===== config.mk =====
export PLATFORM = sky130hd
export DESIGN_NAME = md_sequencer_flat
export DESIGN_NICKNAME = d
export VERILOG_FILES = /design/src/rtl/md_sequencer_pkg.sv /design/src/rtl/md_sequencer_if.sv /design/src/rtl/md_sequencer_div_core.sv /design/src/rtl/md_sequencer.sv /design/src/flat_wrapper.sv
export SDC_FILE = /design/constraint.sdc
export NUM_CORES = 2
export LEC_CHECK = 0
export ABC_AREA = 1
export CAP_MARGIN = 20
export CORE_MARGIN = 2
export CORE_UTILIZATION = 45
export CTS_CLUSTER_DIAMETER = 200
export DETAILED_ROUTE_END_ITERATION = 12
export GPL_TIMING_DRIVEN = 0
export SLEW_MARGIN = 15
export SYNTH_ARGS = -nofsm -noshare
export SYNTH_HDL_FRONTEND = slang
export SYNTH_HIERARCHICAL = 1
export SYNTH_SLANG_ARGS = --single-unit

===== constraint.sdc =====
create_clock -name clk -period 19.8 [get_ports clk]
set_input_delay 2.97 -clock clk [delete_from_list [all_inputs] [get_ports clk]]
set_output_delay 2.97 -clock clk [all_outputs]
set_load 0.05 [all_outputs]

===== src/rtl/md_sequencer_pkg.sv =====
// Shared types for the EX-stage multiply/divide sequencer.
// Function codes follow EX_CTRL.MDFunc; encodings 5..7 decode as no operation.
package md_sequencer_pkg;

    typedef enum logic [2:0] {
        MD_NONE = 3'b000,
        MD_MULT = 3'b001,
        MD_DIV  = 3'b010,
        MD_MTHI = 3'b011,
        MD_MTLO = 3'b100
    } md_func_e;

    typedef enum logic [1:0] {
        MD_ST_IDLE,
        MD_ST_MUL,
        MD_ST_DIV,
        MD_ST_DFIX
    } md_state_e;

    localparam int unsigned DIV_ITERS = 32;

    function automatic logic md_func_valid(input logic [2:0] func);
        return (func == MD_MULT) || (func == MD_DIV) ||
               (func == MD_MTHI) || (func == MD_MTLO);
    endfunction

endpackage


===== src/rtl/md_sequencer_if.sv =====
// EX-stage request/response bundle between ID_EX control and the sequencer.
interface md_sequencer_if;
    logic [2:0]  md_func;
    logic        md_sign;
    logic        md_hi_rd;
    logic        md_lo_rd;
    logic        ex_flush;
    logic [31:0] op_a;
    logic [31:0] op_b;
    logic [31:0] md_out;
    logic        md_busy;
    logic        md_stall;

    modport master (
        output md_func, md_sign, md_hi_rd, md_lo_rd, ex_flush, op_a, op_b,
        input  md_out, md_busy, md_stall
    );

    modport slave (
        input  md_func, md_sign, md_hi_rd, md_lo_rd, ex_flush, op_a, op_b,
        output md_out, md_busy, md_stall
    );
endinterface


===== src/rtl/md_sequencer_div_core.sv =====
// Iterative radix-2 restoring divider: one quotient bit per cycle after start,
// with sign fix-up and divide-by-zero results presented combinationally.
module md_div_core
    import md_sequencer_pkg::*;
#(
    parameter int unsigned ITERS = DIV_ITERS
) (
    input  logic        clk,
    input  logic        rst_n,
    input  logic        start,
    input  logic [31:0] a,
    input  logic [31:0] b,
    input  logic        sign,
    output logic [31:0] quot,
    output logic [31:0] rem,
    output logic        done
);

    logic        run;
    logic        done_q;
    logic [5:0]  iter;
    logic [31:0] rem_q;
    logic [31:0] quot_q;
    logic [31:0] div_q;
    logic [31:0] a_raw;
    logic        neg_q;
    logic        neg_r;
    logic        div_zero;

    logic        a_neg;
    logic        b_neg;
    logic [31:0] a_abs;
    logic [31:0] b_abs;
    logic [32:0] shifted;
    logic [32:0] diff;
    logic [31:0] rem_next;
    logic        qbit;

    assign a_neg = sign & a[31];
    assign b_neg = sign & b[31];
    assign a_abs = a_neg ? (32'd0 - a) : a;
    assign b_abs = b_neg ? (32'd0 - b) : b;

    always_comb begin
        shifted  = {rem_q, quot_q[31]};
        diff     = shifted - {1'b0, div_q};
        rem_next = shifted[31:0];
        qbit     = 1'b0;
        if (!diff[32]) begin
            rem_next = diff[31:0];
            qbit     = 1'b1;
        end
    end

    always_ff @(posedge clk or negedge rst_n) begin
        if (!rst_n) begin
            run      <= 1'b0;
            done_q   <= 1'b0;
            iter     <= '0;
            rem_q    <= '0;
            quot_q   <= '0;
            div_q    <= '0;
            a_raw    <= '0;
            neg_q    <= 1'b0;
            neg_r    <= 1'b0;
            div_zero <= 1'b0;
        end else if (start) begin
            run      <= 1'b1;
            done_q   <= 1'b0;
            iter     <= '0;
            rem_q    <= '0;
            quot_q   <= a_abs;
            div_q    <= b_abs;
            a_raw    <= a;
            neg_q    <= a_neg ^ b_neg;
            neg_r    <= a_neg;
            div_zero <= (b == '0);
        end else if (run) begin
            rem_q  <= rem_next;
            quot_q <= {quot_q[30:0], qbit};
            iter   <= iter + 6'd1;
            if (iter == 6'(ITERS - 1)) begin
                run    <= 1'b0;
                done_q <= 1'b1;
            end
        end
    end

    // Divide-by-zero bypasses the sign rules so HI keeps the raw dividend.
    assign quot = div_zero ? '1    : (neg_q ? (32'd0 - quot_q) : quot_q);
    assign rem  = div_zero ? a_raw : (neg_r ? (32'd0 - rem_q) : rem_q);
    assign done = done_q;

endmodule


===== src/rtl/md_sequencer.sv =====
// EX-stage multiply/divide controller: owns HI/LO, sequences MULT/DIV and
// stalls the pipeline while the EX instruction needs HI/LO before they settle.
module md_sequencer
    import md_sequencer_pkg::*;
#(
    parameter int unsigned MUL_CYCLES = 5,
    parameter int unsigned DIV_ITERS  = md_sequencer_pkg::DIV_ITERS
) (
    input  logic           clk,
    input  logic           rst_n,
    md_sequencer_if.slave  md
);

    md_state_e   state;
    logic [5:0]  cnt;
    logic [31:0] hi;
    logic [31:0] lo;
    logic        busy;
    logic [31:0] mul_a;
    logic [31:0] mul_b;
    logic        mul_sign;

    logic        accept;
    logic        div_start;
    logic        uses;
    logic [63:0] mul_ext_a;
    logic [63:0] mul_ext_b;
    logic [63:0] product;
    logic [31:0] div_quot;
    logic [31:0] div_rem;
    logic        div_done;

    assign accept    = (state == MD_ST_IDLE) & ~md.ex_flush & md_func_valid(md.md_func);
    assign div_start = accept & (md.md_func == MD_DIV);
    assign uses      = (md.md_func != '0) | md.md_hi_rd | md.md_lo_rd;

    // Extending to 64 bits first makes one multiplier serve signed and unsigned.
    assign mul_ext_a = mul_sign ? {{32{mul_a[31]}}, mul_a} : {32'd0, mul_a};
    assign mul_ext_b = mul_sign ? {{32{mul_b[31]}}, mul_b} : {32'd0, mul_b};
    assign product   = mul_ext_a * mul_ext_b;

    md_div_core #(
        .ITERS (DIV_ITERS)
    ) u_div (
        .clk   (clk),
        .rst_n (rst_n),
        .start (div_start),
        .a     (md.op_a),
        .b     (md.op_b),
        .sign  (md.md_sign),
        .quot  (div_quot),
        .rem   (div_rem),
        .done  (div_done)
    );

    always_ff @(posedge clk or negedge rst_n) begin
        if (!rst_n) begin
            state    <= MD_ST_IDLE;
            cnt      <= '0;
            hi       <= '0;
            lo       <= '0;
            busy     <= 1'b0;
            mul_a    <= '0;
            mul_b    <= '0;
            mul_sign <= 1'b0;
        end else begin
            case (state)
                MD_ST_IDLE: begin
                    if (accept) begin
                        cnt <= '0;
                        case (md.md_func)
                            MD_MULT: begin
                                mul_a    <= md.op_a;
                                mul_b    <= md.op_b;
                                mul_sign <= md.md_sign;
                                state    <= MD_ST_MUL;
                                busy     <= 1'b1;
                            end
                            MD_DIV: begin
                                state <= MD_ST_DIV;
                                busy  <= 1'b1;
                            end
                            MD_MTHI: hi <= md.op_a;
                            MD_MTLO: lo <= md.op_a;
                            default: ;
                        endcase
                    end
                end
                MD_ST_MUL: begin
                    cnt <= cnt + 6'd1;
                    if (cnt == 6'(MUL_CYCLES - 1)) begin
                        hi    <= product[63:32];
                        lo    <= product[31:0];
                        state <= MD_ST_IDLE;
                        busy  <= 1'b0;
                    end
                end
                MD_ST_DIV: begin
                    cnt <= cnt + 6'd1;
                    if (cnt == 6'(DIV_ITERS - 1)) begin
                        state <= MD_ST_DFIX;
                    end
                end
                MD_ST_DFIX: begin
                    cnt <= cnt + 6'd1;
                    if (div_done) begin
                        hi    <= div_rem;
                        lo    <= div_quot;
                        state <= MD_ST_IDLE;
                        busy  <= 1'b0;
                    end
                end
                default: begin
                    state <= MD_ST_IDLE;
                    busy  <= 1'b0;
                end
            endcase
        end
    end

    assign md.md_out   = md.md_hi_rd ? hi : lo;
    assign md.md_busy  = busy;
    assign md.md_stall = busy & uses & ~md.ex_flush;

endmodule

===== src/flat_wrapper.sv =====
// flat-port wrapper written by rule: the top's interface ports become plain ports
module md_sequencer_flat import md_sequencer_pkg::*;
#(
    parameter int unsigned MUL_CYCLES = 5,
    parameter int unsigned DIV_ITERS  = md_sequencer_pkg::DIV_ITERS
)
  (clk, rst_n, md_md_func, md_md_sign, md_md_hi_rd, md_md_lo_rd, md_ex_flush, md_op_a, md_op_b, md_md_out, md_md_busy, md_md_stall);
  md_sequencer_if md_i ();
  input  logic clk;
  input  logic rst_n;
  input wire logic [$bits(md_i.md_func)-1:0] md_md_func;
  input wire logic [$bits(md_i.md_sign)-1:0] md_md_sign;
  input wire logic [$bits(md_i.md_hi_rd)-1:0] md_md_hi_rd;
  input wire logic [$bits(md_i.md_lo_rd)-1:0] md_md_lo_rd;
  input wire logic [$bits(md_i.ex_flush)-1:0] md_ex_flush;
  input wire logic [$bits(md_i.op_a)-1:0] md_op_a;
  input wire logic [$bits(md_i.op_b)-1:0] md_op_b;
  output wire logic [$bits(md_i.md_out)-1:0] md_md_out;
  output wire logic [$bits(md_i.md_busy)-1:0] md_md_busy;
  output wire logic [$bits(md_i.md_stall)-1:0] md_md_stall;
  assign md_i.md_func = md_md_func;
  assign md_i.md_sign = md_md_sign;
  assign md_i.md_hi_rd = md_md_hi_rd;
  assign md_i.md_lo_rd = md_md_lo_rd;
  assign md_i.ex_flush = md_ex_flush;
  assign md_i.op_a = md_op_a;
  assign md_i.op_b = md_op_b;
  assign md_md_out = md_i.md_out;
  assign md_md_busy = md_i.md_busy;
  assign md_md_stall = md_i.md_stall;
  md_sequencer #(.MUL_CYCLES(MUL_CYCLES), .DIV_ITERS(DIV_ITERS)) u_core (.clk(clk), .rst_n(rst_n), .md(md_i));
endmodule

# --- After elaboration in Yosys (flattened, before gate mapping) ---
# Cells that the tools add are included.
totals:
  regBits: 277
  in_bits: 73
  out_inout_bits: 34
  word_cells: 118
op_classes:
  add_sub_neg: 7
  n_mul: 1
  n_eq_ne: 18
  n_mux: 46
  bitwise: 11
  n_reduce_logical: 17
ops:
  columns: ["operator", "n"]
  rows:
  - ["32-bit 2-to-1 mux", 20]
  - ["32-bit case mux with 3 select lines", 2]
  - ["64-bit 2-to-1 mux", 2]
  - ["1-bit by 32-bit subtractor with 32-bit output, first input constant", 4]
  - ["64-bit by 64-bit multiplier with 64-bit output", 1]
  - ["33-bit by 32-bit subtractor with 33-bit output", 1]
  - ["32-bit logical NOT", 1]
  - ["5-bit AND reduction", 4]
  - ["6-bit 2-to-1 mux", 3]
  - ["6-bit by 1-bit adder with 6-bit output, second input constant", 2]
  - ["6-bit by 5-bit == test with 1-bit output, second input constant", 2]
  - ["6-bit case mux with 2 select lines", 1]
  - ["1-bit 2-to-1 mux", 11]
  - ["2-bit 2-to-1 mux", 4]
  - ["2-bit inequality test, second input constant", 4]
  - ["2-bit case mux with 4 select lines", 1]
  - ["1-bit AND", 7]
  - ["3-bit by 2-bit == test with 1-bit output, second input constant", 2]
  - ["6-bit by 3-bit == test with 1-bit output, second input constant", 1]
  - ["2-bit by 1-bit inequality test with 1-bit output, second input constant", 3]
  - ["3-bit nonzero test", 2]
  - ["2-bit == test, second input constant", 2]
  - ["2-bit case mux with 2 select lines", 1]
  - ["2-bit nonzero test", 2]
  - ["other kinds (14)", 17]

# --- Depth between registers and ports, before layout ---
depth:
  word_depth: 8
  depth_mapped: 40
  depth_no_buf: 39

# --- By module ---
# Netlist, hierarchy kept.
modules_own_cells:
  columns: ["mod", "n_inst", "cells_per_inst", "area_per_inst_um2", "seq_area_each_um2"]
  rows:
  - ["md_sequencer", 1, 6948, 56560.5, 3453.3]
  - ["md_div_core", 1, 2050, 12449.4, 3478.3]

# --- Worst setup path after synthesis ---
# OpenSTA, ideal clock, no wires.
synth_path:
  path_type: "register to register"
  start: "register u_core.mul_a[31]"
  end: "register u_core.hi[31]"
  arrival_ns: 8.506
  t_required_ns: 19.727
  slack_ns: 11.221
  stages_incl_launch_ff: 32
  period_less_slack_ns: 8.579
  path_cell_list: "dfrtp_1 -> buf_2 -> nand2_4 -> clkinv_4 -> clkbuf_1 -> nand2_1 -> fa_1 -> inv_1 -> fa_1 -> fa_1 -> inv_1 -> fa_1 -> inv_1 -> fa_1 -> fa_1 -> fa_1 -> inv_1 -> fa_1 -> inv_1 -> fa_1 -> inv_1 -> fa_1 -> inv_1 -> ha_1 -> nand2_1 -> nor3_1 -> nand2_1 -> nor4_1 -> a21oi_1 -> nand3_1 -> nand3_1 -> a21oi_2"
synth_via:
  elab_chain_cells: 4
synth_rtl:
  columns: ["element", "line", "rtl"]
  rows:
  - ["start, declared", "md_sequencer.sv:19", "logic [31:0] mul_a;"]
  - ["start signal, assigned", "md_sequencer.sv:73", "mul_a <= md.op_a;"]
  - ["64-bit 2-to-1 mux", "md_sequencer.sv:38", "assign mul_ext_a = mul_sign ? {{32{mul_a[31]}}, mul_a} : {32'd0, mul_a};"]
  - ["64-bit by 64-bit multiplier with 64-bit output", "md_sequencer.sv:40", "assign product = mul_ext_a * mul_ext_b;"]
  - ["32-bit 2-to-1 mux", "md_sequencer.sv:91", "if (cnt == 6'(MUL_CYCLES - 1)) begin"]
  - ["32-bit case mux with 3 select lines", "md_sequencer.sv:67", "case (state)"]
  - ["end signal, assigned", "md_sequencer.sv:83", "MD_MTHI: hi <= md.op_a;"]
  - ["end signal, assigned", "md_sequencer.sv:92", "hi <= product[63:32];"]
  - ["end signal, assigned", "md_sequencer.sv:107", "hi <= div_rem;"]
  - ["end, declared", "md_sequencer.sv:16", "logic [31:0] hi;"]
# Every way passes these cells. The select of a mux whose other input is x is not followed.
# A chain may end at the register's enable or synchronous reset.

# --- Worst setup path in the final report ---
layout_path:
  start: "register u_core.mul_sign"
  end: "register u_core.hi[25]"
layout_via:
  elab_chain_cells: 4
layout_rtl:
  columns: ["element", "line", "rtl"]
  rows:
  - ["start, declared", "md_sequencer.sv:21", "logic mul_sign;"]
  - ["start signal, assigned", "md_sequencer.sv:75", "mul_sign <= md.md_sign;"]
  - ["64-bit 2-to-1 mux, on equally long branches", "md_sequencer.sv:38, md_sequencer.sv:39", null]
  - ["64-bit by 64-bit multiplier with 64-bit output *", "md_sequencer.sv:40", null]
  - ["32-bit 2-to-1 mux *", "md_sequencer.sv:91", null]
  - ["32-bit case mux with 3 select lines *", "md_sequencer.sv:67", null]
# Mark *: on every way between the ends. The rest lies on a longest branch, timed or not. The select of a mux whose other input is x is not followed.

==> impl_metrics.ini <==
[run_status]
status = finished clean

[yosys]
synthDistinctLibCells = 67
synth_largest_type_area_fraction = 0.412
post_synth_top_cells = sky130_fd_sc_hd__inv_1, sky130_fd_sc_hd__nand2_1, sky130_fd_sc_hd__fa_1
synthesis.yosys.warnings = 6
syn-cell-area_mm2 = 0.0690
leading_cell_types_by_total_area_after_synthesis = sky130_fd_sc_hd__fa_1, sky130_fd_sc_hd__inv_1, sky130_fd_sc_hd__nand2_1
synth.avg_cell_area_um2 = 7.67
postSynthRegisterBits = 277
postSynthCellCount = 8998
most_used_dff_post_synth = sky130_fd_sc_hd__dfrtp_1
syn_nets = 10800
synthDominantAreaCellType = sky130_fd_sc_hd__fa_1
ys_seq_area_frac = 0.100
asyncSetResetFlopFracSynth = 1.00
post-synth-top-count-cell = sky130_fd_sc_hd__inv_1
edff_count_synth = 0

[global_routing]
global_route.usage.total = 0.374
grt_pass1_vias = 62900
grt_start_max_net_pins = 100
global_route_wire_length_before_repair_um = 422000
globalRouteOverflowTotal = 0
initial_antenna_violation_count = 19

[sta]
final-max-slew-violation-count = 0
setup_viol = 0
fmax_mhz = 88.6
slew-limit-headroom = 0.143
final.min_clock_period_ns = 11.28
tightestPinTransition_ns = 1.29
hold_violations = 0
timing.final.crit_share = 0.570
setup_total_neg_slack_ns = 0
skew_ns = 0.0110
rsz_0062_raised_after_global_routing = no

[worst_setup_path]
timing.setup.critical_path_class = reg -> reg
timing.critical_path.arrival_ns = 11.81
crit_path_start_kind = register
slowest_cell_on_the_critical_path = sky130_fd_sc_hd__fa_1
critPathMaxFanout = 10
r2r_setup_slack_ns = 8.52
critical_path.n_buffers_inverters = 8
worst_path_most_repeated_cell = sky130_fd_sc_hd__fa_1
timing.reg2reg.worst_path_depth = 30
crit_required_ns = 20.33
worst_r2r_endpoint = u_core/hi[25]
cp_slowest_stage_delay_ns = 0.94
reg2reg_from = u_core/mul_sign
critical_path_s_top_delay_family = adder cells
critPathCaptureType = register

[placement]
gpl.final_weighted_congestion = 1.07
numPortBuffers = 106
detailedPlacementHpwl_um = 249000
postPlaceCellArea_mm2 = 0.0728

[worst_hold_path]
timing.hold.worst_endpoint = u_core/u_div/a_raw[0]
min_delay_path_depth = 2
hold_path.class = reg -> reg
min-delay-start = u_core/u_div/a_raw[0]

[die]
start_util = 0.454
core_area_mm2 = 0.152
boundaryPins = 107
die_area_mm2 = 0.157
die_y_um = 396
die_w_um = 396
rows = 143

[drt]
totalWireLength_um = 290000
detail_route.first_pass.iterations = 7
via_per_inst = 5.38
drc_errors = 0
vias = 60200
detail_route.wl_per_cell_um = 25.8
first_iter_violations = 6101
detail-route-antenna-nets = 0

[clock_tree]
post-cts-setup-buffers = 0
cts_hold_buffers = 0
cts_root_buf = sky130_fd_sc_hd__clkbuf_16
cts.repair.resized = 0
cts_max_path_buffers = 3
cts_buffers = 31
insertion_delay_ns = 0.61
cts.sinks = 277
clock_tree_from_tritoncts = yes
cts_htree_levels = 1
clkSlewWorstSetupHoldPaths_ns = 0.07

[final_layout]
layout-area-overhead-vs-synth_pct = 7.21
final_net_count = 11000
post_route_cell_area_mm2 = 0.0740
drive_above_1_share = 0.0296
fill_cells = 15400

[job]
max_cap_violations = 0
==> placed cells by master (no fill, tap or decap), drive strengths merged, types with 3 or more instances in the layout <==
cell,n
clkdlybuf4s50,105
o21a,4
buf,56
o21ai,299
nand2,2170
a41oi,4
or2,43
a21o,20
xor2,36
nand3b,21
o221ai,18
and2,4
a211oi,34
ha,347
xnor2,26
clkbuf,360
clkinv,17
a31oi,15
nand3,348
a21oi,227
nor2,458
nand4,50
nor3,44
a221oi,14
nor4,9
fa,1420
a22oi,4
o22ai,13
clkinvlp,3
inv,2645
bufinv,7
o211ai,11
mux2,33
o21bai,17
dfrtp,277
o31ai,4
==> metrics by stage <==
step	setup WS [ns]	std cells	utilization	hold slack [ns]
3_3_place_gp	3.09	11100	0.477	0.458
2_1_floorplan	11.22	8998	-	0.442
5_1_grt	8.13	11200	0.486	0.500
6_report	8.52	11200	0.486	0.476
3_5_place_dp	8.73	11100	0.479	0.464
4_1_cts	8.70	11200	0.486	0.477
==> tightest hold or removal path, stage by stage, from the launching register on <==
cell and delay, ns:
sky130_fd_sc_hd__dfrtp_1 0.34, sky130_fd_sc_hd__nand2_1 0.05, sky130_fd_sc_hd__nand2_1 0.05
==> registers in the layout (all words and copies together) (netlist names) <==
| signal | count |
|---|---|
| u_core/cnt | 6 |
| u_core/hi | 32 |
| u_core/lo | 32 |
| u_core/md.md_busy | 1 |
| u_core/mul_a | 32 |
| u_core/mul_b | 32 |
| u_core/mul_sign | 1 |
| u_core/state | 2 |
| u_core/u_div/a_raw | 32 |
| u_core/u_div/div_q | 32 |
| u_core/u_div/div_zero | 1 |
| u_core/u_div/done | 1 |
| u_core/u_div/iter | 6 |
| u_core/u_div/neg_q | 1 |
| u_core/u_div/neg_r | 1 |
| u_core/u_div/quot_q | 32 |
| u_core/u_div/rem_q | 32 |
| u_core/u_div/run | 1 |
==> layout make-up <==
cell class              count  area [um^2]  area share
multi-input cells        5705        50700       0.685
inverters                2650         9950       0.135
flip-flops and latches    277         6930      0.0937
well taps                2030         2540      0.0343
plain buffers             366         1470      0.0198
repair buffers            120         1270      0.0172
clock buffers              35          821      0.0111
clock inverters            22          322     0.00435
diodes                      2         5.00   0.0000676
==> cell families after synthesis <==
| family | Yosys count | share of synthesized area |
|---|---|---|
| and+or+nand+nor | 3151 | 0.188 |
| buffers and inverters | 3016 | 0.165 |
| adders and majority gates | 1767 | 0.475 |
| AOI/OAI and AO/OA | 692 | 0.0585 |
| DFF | 277 | 0.100 |
| xor gates and xnor gates | 62 | 0.00787 |
| muxes | 33 | 0.00538 |
==> worst max-delay path by stage <==
| stage | from | slack [ns] | cells after the start | to |
|---|---|---|---|---|
| 2_1_floorplan | u_core/mul_a[31] | 11.22 | 31 | u_core/hi[31] |
| 3_5_place_dp | u_core/mul_sign | 8.73 | 30 | u_core/hi[25] |
| 6_report | u_core/mul_sign | 8.52 | 30 | u_core/hi[25] |
| 4_1_cts | u_core/mul_sign | 8.70 | 30 | u_core/hi[25] |
| 5_1_grt | u_core/mul_sign | 8.13 | 30 | u_core/hi[25] |
| 3_3_place_gp | rst_n | 3.09 | 1 | u_core/u_div/div_q[18] |
==> per-layer routing <==
| metal | GRT usage | up-vias | part of all wire |
|---|---|---|---|
| met5 | 0 | - | 0.00029 |
| met4 | 0.210 | 14 | 0.070 |
| met3 | 0.0864 | 745 | 0.10 |
| met2 | 0.596 | 3098 | 0.45 |
| met1 | 0.471 | 30100 | 0.38 |
| li1 | - | 26200 | - |
Power is left out: the tool's default activity adds up to more than one toggle a clock period on the data nets, which glitch-free logic cannot reach.
